### src/rtl/tlul_pkg.sv
// tlul_pkg: TL-UL widths, opcodes, channel structs and the error-responder queue entry.
// Rev 1.1
`default_nettype none
package tlul_pkg;

  localparam int TL_AW  = 32;
  localparam int TL_DW  = 32;
  localparam int TL_AIW = 8;
  localparam int TL_DIW = 1;
  localparam int TL_SZW = 2;
  localparam int TL_DBW = TL_DW / 8;

  typedef enum logic [2:0] {
    PutFullData    = 3'h0,
    PutPartialData = 3'h1,
    Get            = 3'h4
  } tlul_a_m_op;

  typedef enum logic [2:0] {
    AccessAck     = 3'h0,
    AccessAckData = 3'h1
  } tlul_d_m_op;

  typedef struct packed {
    logic              a_valid;
    tlul_a_m_op        a_opcode;
    logic [2:0]        a_param;
    logic [TL_SZW-1:0] a_size;
    logic [TL_AIW-1:0] a_source;
    logic [TL_AW-1:0]  a_address;
    logic [TL_DBW-1:0] a_mask;
    logic [TL_DW-1:0]  a_data;
    logic              d_ready;
  } tlul_h2d_t;

  typedef struct packed {
    logic              d_valid;
    tlul_d_m_op        d_opcode;
    logic [2:0]        d_param;
    logic [TL_SZW-1:0] d_size;
    logic [TL_AIW-1:0] d_source;
    logic [TL_DIW-1:0] d_sink;
    logic [TL_DW-1:0]  d_data;
    logic              d_error;
    logic              a_ready;
  } tlul_d2h_t;

  typedef struct packed {
    logic [TL_AIW-1:0] source;
    logic [TL_SZW-1:0] size;
    tlul_a_m_op        opcode;
  } tlul_err_entry_t;

  function automatic tlul_d_m_op rsp_opcode(input tlul_a_m_op op);
    return (op == Get) ? AccessAckData : AccessAck;
  endfunction

endpackage
`default_nettype wire

### src/rtl/tlul_err_fifo.sv
// tlul_err_fifo: synchronous FIFO of pending error-response entries.
// Rev 1.1
`default_nettype none
module tlul_err_fifo
  import tlul_pkg::*;
#(
  parameter int Depth = 2
) (
  input  logic            clk_i,
  input  logic            rst_ni,
  input  logic            wvalid,
  input  tlul_err_entry_t wdata,
  input  logic            rready,
  output tlul_err_entry_t rdata,
  output logic            full,
  output logic            empty
);

  localparam int PtrW = (Depth > 1) ? $clog2(Depth) : 1;
  localparam int OccW = $clog2(Depth + 1);

  logic [PtrW-1:0] wptr;
  logic [PtrW-1:0] rptr;
  logic [OccW-1:0] occ;
  logic            push;
  logic            pop;
  tlul_err_entry_t mem [Depth];

  function automatic logic [PtrW-1:0] ptr_inc(input logic [PtrW-1:0] p);
    return (p == PtrW'(Depth - 1)) ? '0 : p + 1'b1;
  endfunction

  assign full  = (occ == OccW'(Depth));
  assign empty = (occ == '0);
  // Push is gated by full only, so a pop never frees a slot in the same cycle.
  assign push  = wvalid && !full;
  assign pop   = rready && !empty;
  assign rdata = mem[rptr];

  for (genvar i = 0; i < Depth; i++) begin : g_mem
    always_ff @(posedge clk_i or negedge rst_ni) begin
      if (!rst_ni) begin
        mem[i] <= '0;
      end else if (push && (wptr == PtrW'(i))) begin
        mem[i] <= wdata;
      end
    end
  end

  always_ff @(posedge clk_i or negedge rst_ni) begin
    if (!rst_ni) begin
      wptr <= '0;
      rptr <= '0;
      occ  <= '0;
    end else begin
      if (push) wptr <= ptr_inc(wptr);
      if (pop)  rptr <= ptr_inc(rptr);
      case ({push, pop})
        2'b10:   occ <= occ + 1'b1;
        2'b01:   occ <= occ - 1'b1;
        default: occ <= occ;
      endcase
    end
  end

endmodule
`default_nettype wire

### src/rtl/tlul_err_resp_multi.sv
// tlul_err_resp_multi: multi-outstanding TL-UL error/default responder with error statistics.
// Rev 1.1
`default_nettype none
module tlul_err_resp_multi
  import tlul_pkg::*;
#(
  parameter int               Depth   = 2,
  parameter logic [TL_DW-1:0] RspData = 32'hFFFF_FFFF,
  parameter bit               ErrEn   = 1'b1,
  parameter int               CntW    = 16
) (
  input  logic              clk_i,
  input  logic              rst_ni,
  input  tlul_h2d_t         tl_h_i,
  output tlul_d2h_t         tl_h_o,
  input  logic              clr_i,
  output logic [CntW-1:0]   err_cnt_o,
  output logic [TL_AW-1:0]  err_addr_o,
  output logic [TL_AIW-1:0] err_src_o,
  output logic              err_vld_o
);

  tlul_err_entry_t push_entry;
  tlul_err_entry_t head;
  logic            full;
  logic            empty;
  logic            accept;
  logic            unused_a;

  assign accept     = tl_h_i.a_valid && !full;
  assign push_entry = '{source: tl_h_i.a_source, size: tl_h_i.a_size, opcode: tl_h_i.a_opcode};
  assign unused_a   = ^{tl_h_i.a_param, tl_h_i.a_mask, tl_h_i.a_data};

  tlul_err_fifo #(
    .Depth (Depth)
  ) u_fifo (
    .clk_i  (clk_i),
    .rst_ni (rst_ni),
    .wvalid (tl_h_i.a_valid),
    .wdata  (push_entry),
    .rready (tl_h_i.d_ready),
    .rdata  (head),
    .full   (full),
    .empty  (empty)
  );

  always_comb begin
    tl_h_o          = '0;
    tl_h_o.a_ready  = !full;
    tl_h_o.d_valid  = !empty;
    tl_h_o.d_opcode = rsp_opcode(head.opcode);
    tl_h_o.d_param  = '0;
    tl_h_o.d_size   = head.size;
    tl_h_o.d_source = head.source;
    tl_h_o.d_sink   = '0;
    tl_h_o.d_data   = (head.opcode == Get) ? RspData : '0;
    tl_h_o.d_error  = ErrEn;
  end

  always_ff @(posedge clk_i or negedge rst_ni) begin
    if (!rst_ni) begin
      err_cnt_o <= '0;
    end else if (clr_i) begin
      err_cnt_o <= accept ? CntW'(1) : '0;
    end else if (accept && (err_cnt_o != '1)) begin
      err_cnt_o <= err_cnt_o + 1'b1;
    end
  end

  // Clear takes priority over the held entry, so a coincident accept becomes the new first offender.
  always_ff @(posedge clk_i or negedge rst_ni) begin
    if (!rst_ni) begin
      err_vld_o  <= 1'b0;
      err_addr_o <= '0;
      err_src_o  <= '0;
    end else if (accept && (clr_i || !err_vld_o)) begin
      err_vld_o  <= 1'b1;
      err_addr_o <= tl_h_i.a_address;
      err_src_o  <= tl_h_i.a_source;
    end else if (clr_i) begin
      err_vld_o  <= 1'b0;
      err_addr_o <= '0;
      err_src_o  <= '0;
    end
  end

endmodule
`default_nettype wire

### config.mk
export PLATFORM = sky130hd
export DESIGN_NAME = tlul_err_resp_multi
export DESIGN_NICKNAME = d
export VERILOG_FILES = /design/src/rtl/tlul_pkg.sv /design/src/rtl/tlul_err_fifo.sv /design/src/rtl/tlul_err_resp_multi.sv
export SDC_FILE = /design/constraint.sdc
export NUM_CORES = 1
export LEC_CHECK = 0
export CORE_MARGIN = 4
export CORE_UTILIZATION = 42
export DETAILED_ROUTE_END_ITERATION = 10
export GPL_ROUTABILITY_DRIVEN = 1
export PLACE_DENSITY = 0.81
export SKIP_CTS_REPAIR_TIMING = 1
export SYNTH_ARGS = -nofsm -noshare
export SYNTH_HDL_FRONTEND = slang
export SYNTH_SLANG_ARGS = --single-unit
### constraint.sdc
create_clock -name clk_i -period 4.8 [get_ports clk_i]
set_input_delay 0.96 -clock clk_i [delete_from_list [all_inputs] [get_ports clk_i]]
set_output_delay 0.96 -clock clk_i [all_outputs]
set_load 0.01 [all_outputs]
After elaboration in Yosys (flattened, before gate mapping)
Index checks and enable logic that the tools add are counted.

storage, ports and cells
  bits in registers = 87
  input port bits = 89
  logic and storage cells = 57

cells by class
  add/sub/neg operators = 5
  $lt $le $gt $ge = 1
  equal/unequal tests = 5
  mux-type cells = 17
  bitwise operators = 2
  reduce and logical (&&, ||, !) cells = 14

operators by type and width
  cell                     count
  $mux W32                 3
  $mux W13                 3
  $mux W16                 2
  $add A16 B1 Y16 const B  1
  $mux W8                  2
  $ne A16 B16 Y1 const B   1
  $logic_and A1 B1 Y1      6
  $mux W1                  6
  $reduce_bool A2 Y1       3
  $eq A2 B2 Y1 const B     2
  $pmux W2 S2              1
  $eq A3 B3 Y1 const B     1
  $logic_not A1 Y1         3
  $add A1 B1 Y1 const B    2
  $add A2 B1 Y2 const B    1
  $eq A2 B1 Y1 const B     1
  $ge A2 B2 Y1 const B     1
  $logic_not A2 Y1         1
  $not A1 Y2               1
  $sub A2 B1 Y2 const B    1
  $logic_or A1 B1 Y1       1
  $not A1 Y1               1

Depth between registers and ports, before layout
  depth in word-level cells = 6
  depth in mapped cells = 10
  mapped depth without buffers = 7

Modules after synthesis
A second synthesis with hierarchy kept.

unflattened totals
  cell total of the unflattened synthesis = 404
  area total of the unflattened synthesis = 4227.8 um^2

modules (own cells, without submodules)
  module               instances  cells an instance  area each (um^2)
  tlul_err_resp_multi  1          317                2866.5
  tlul_err_fifo        1          87                 1361.3

Least setup slack after synthesis
Ideal clock, no wire load.

  path type = flip-flop to output port
  start point = register u_fifo.rptr
  end point = output port tl_h_o[10] (netlist bit)
  arrival = 3.963 ns
  required time = 3.840 ns
  slack = -0.123 ns
  stages on the path, launching flop included = 4
  path buffers = 2
  path through = dfrtp_1 buf_1 o41ai_1 buf_4

RTL lines
  what                    RTL line                   text
  from (decl)             tlul_err_fifo.sv:23        logic [PtrW-1:0] rptr;
  from (signal assigned)  tlul_err_fifo.sv:57        if (pop) rptr <= ptr_inc(rptr);
  to (decl)               tlul_err_resp_multi.sv:15  output tlul_d2h_t tl_h_o,

==> summary.md <==
| Metric | Value |
|---|---|
| GRT overflow | 0 |
| Width of the die | 109 microns |
| DP HPWL | 6.89 mm |
| Gpl congestion | 0.799 |
| Max-cap violations | 0 |
| Count leader, synth | dfrtp_1 |
| DRT Pass-1 Iters | 4 |
| Synthesized instance count | 411 |
| Final Cycle Share | 72.4% |
| Synth Area in Adders | 0.581% |
| YS warnings | 0 |
| CP cell instances | o41ai_4, buf_8, clkdlybuf4s50_1 |
| # clock sinks | 87 |
| Slew HR | 28.4% |
| Ports | 198 |
| M1 GR Usage | 20.4% |
| Area contributors post-synth | dfrtp_1, mux2_2, nand3b_1 |
| Post-layout nets | 611 |
| DR DRC count | 0 |
| Core region area | 9860 sq um |
| Delay-heaviest family, CP | buffers and inverters |
| Antenna fix cells | 0 |
| Multi-input gate area | 1610 sq um |
| Cell Pwr Density | 519 nW/um^2 |
| Die H | 109 microns |
| Hold Slack | 0.491 ns |
| Layout cells sized above 1 | 12.4% |
| Synth Area in Compound Gates | 8.55% |
| Hold Path Class | reg2reg |
| Critical Path RT | 3.84 ns |
| Async set or reset register ratio after synthesis | 100% |
| Cell Area, Synth | 4300 sq um |
| M3 GR Usage | 4.26% |
| Min Tclk post-route | 3.48 ns |
| CP max-delay cell | o41ai_4 |
| Setup-failing EPs final | 0 |
| TritonCTS clock tree | done |
| Initial Util | 43.6% |
| GRT Overall Usage | 16.4% |
| Max Clk Rate | 288 MHz |
| Largest area contributor in the netlist | dfrtp_1 |
| Setup Crit Path Kind | reg2out |
| Vias per std cell | 4.98 |
| Max Root-Sink Buffers | 2 |
| Status | finished, final reports clean |
| Filler cell count | 834 |
| Routed via count | 3279 |
| Global route hottest layer | met2 |
| Startpoint types | flop |
| Top cell type's share of synthesized area | 50.6% |
| Initial antenna violation count | 0 |
| Prevailing post-synth register cell | dfrtp_1 |
| Post-synthesis mux area share | 10.2% |
| Post-Route WL | 9.79 mm |
| First-pass GRT wire length | 15.8 mm |
| Post-synth top cells | dfrtp_1, o21ai_0, inv_1, nand3b_1 |
| XOR/XNOR Fraction of Synth Area | 1.02% |
| CP Buf/Inv Count | 2 |
| Met2 GRT Util | 28.2% |
| DRT iter0 DRCs | 185 |
| Layout area overhead | 35.8% |
| Sequential standard cell area | 2180 sq um |
| Pins over their slew limit | 0 |
| Synth unique cells | 37 |
| FP Rows | 36 |
| Routed Antenna Nets | 0 |
| Static leakage | 2.48 nW |
| Synth Area in Simple Gates | 15.9% |
| Num CTS Buffers | 9 |
| Pin count of the biggest net entering global routing | 88 |
| Root buf cell | clkbuf_8 |
| Die area | 11900 sq um |
| Final setup TNS | 0 ns |
| Vias in the first global route | 3380 |
| Slew @ Worst Pin | 1.07 ns |
| Fin. Hold Viols | 0 |
| Synthesis-stage register bit count | 87 |
| Htree depth | 3 |
| Post-synthesis sequential area ratio | 50.6% |
| Worst Skew | 0.0122 ns |
| WL/cell | 14.9 microns |
| Unrepaired setup endpoints after global routing | false |
| Post-synth EDFFs | 0 |
| Worst-path clk slew | 0.08 ns |
| Worst path max stage delay | 0.76 ns |
| Critical Path AT | 2.52 ns |
| Mean Syn Cell Area | 10.5 sq um |
| IO Port Bufs | 151 |
| Largest family of logic cells by synthesized area | simple AND/OR/NAND/NOR gates |
| Worst Path Max Fanout | 22 |
| Max VDD drop | 249 uV |
| Crit end category | output port |
| Worst-Skew Late Latency | 0.34 ns |
placed cells by master (no fill, tap or decap), drive strengths merged, types with 2 or more instances in the layout:
cell type,n
nor3,3
inv,42
ha,2
nand3,9
nand2b,3
clkinvlp,2
mux2,39
clkdlybuf4s50,149
xor2,2
o31ai,8
nand4,6
nor2,8
xnor2,3
nand3b,40
and4,4
buf,4
o21ai,43
and2,5
nand2,8
or4,8
or2,2
and3,4
conb,7
clkinv,3
a21oi,12
clkbuf,11
dfrtp,87
nor2b,3
layout make-up:
type | instances | area share [%]
flip-flops and latches | 87 | 37.3
multi-input cells | 226 | 27.5
repair buffers | 154 | 26.3
well taps | 133 | 2.85
inverters | 42 | 2.70
clock buffers | 10 | 2.18
clock inverters | 6 | 1.22
worst paths after layout:
kind                               start        endpoint  slack (ns)  depth (start not counted)
setup / recovery             u_fifo.rptr      tl_h_o[25]        1.32                          3
hold / removal             u_fifo.occ[1]   u_fifo.occ[1]        0.49                          1
setup reg to reg           u_fifo.occ[0]  err_addr_o[11]        2.57                          5
hold reg to reg            u_fifo.occ[1]   u_fifo.occ[1]        0.49                          1
max in group asynchronous         rst_ni  err_addr_o[20]        3.30                          1
min in group asynchronous         rst_ni   err_cnt_o[12]        0.78                          1
worst reg2reg max path: cells and delay by family, from the launching register on:
kind                   cells  cell delay [ns]
AO/OA/AOI/OAI              1             0.09
buffers and inverters      1             0.49
flip-flops                 1             0.42
AND/OR/NAND/NOR            3             1.10
layer usage:
layer / vias up / routed length, microns
li1: 1579 / -
met3: 8 / 756
met4: 0 / 76
met1: 1582 / 4010
met5: - / 0
met2: 110 / 4950
per-stage QoR:
stage                     total power [mW]  util (%)  area (sq um)  setup slack, ns  std cells
final                                 3.03      59.2          5840             1.32        658
after detailed placement              2.55      57.1          5630             1.20        641
after CTS                             3.07      59.1          5830            0.822        657
after floorplan                       1.95         -          4330             1.17        416
after global placement                2.50      57.1          5630             1.37        641
after global routing                  3.23      59.2          5840             1.16        658
flip-flops by register name, indices dropped and copies added, names as in the netlist:
| signal | flops |
|---|---|
| err_addr_o | 32 |
| err_cnt_o | 16 |
| err_src_o | 8 |
| err_vld_o | 1 |
| u_fifo.mem | 26 |
| u_fifo.occ | 2 |
| u_fifo.rptr | 1 |
| u_fifo.wptr | 1 |
cell families (layout without fill, tap and decap cells):
group / after synthesis / count (layout)
AND/OR/NAND/NOR: 106 / 106
buffers and inverters: 103 / 212
flip-flops: 87 / 87
AO/OA/AOI/OAI: 67 / 67
multiplexers: 39 / 39
XOR/XNOR: 5 / 5
adder cells (fa/ha/maj): 2 / 2
other: 2 / 7
report_power, final:
part	switching [mW]	internal [mW]	leakage (nW)	total, mW
clock network	0.261	0.244	0.0927	0.505
registers	0.156	0.958	1.11	1.11
logic	0.585	0.831	1.28	1.42
total	1.00	2.03	2.48	3.03
No activity file was read; power rests on OpenSTA's default activity.
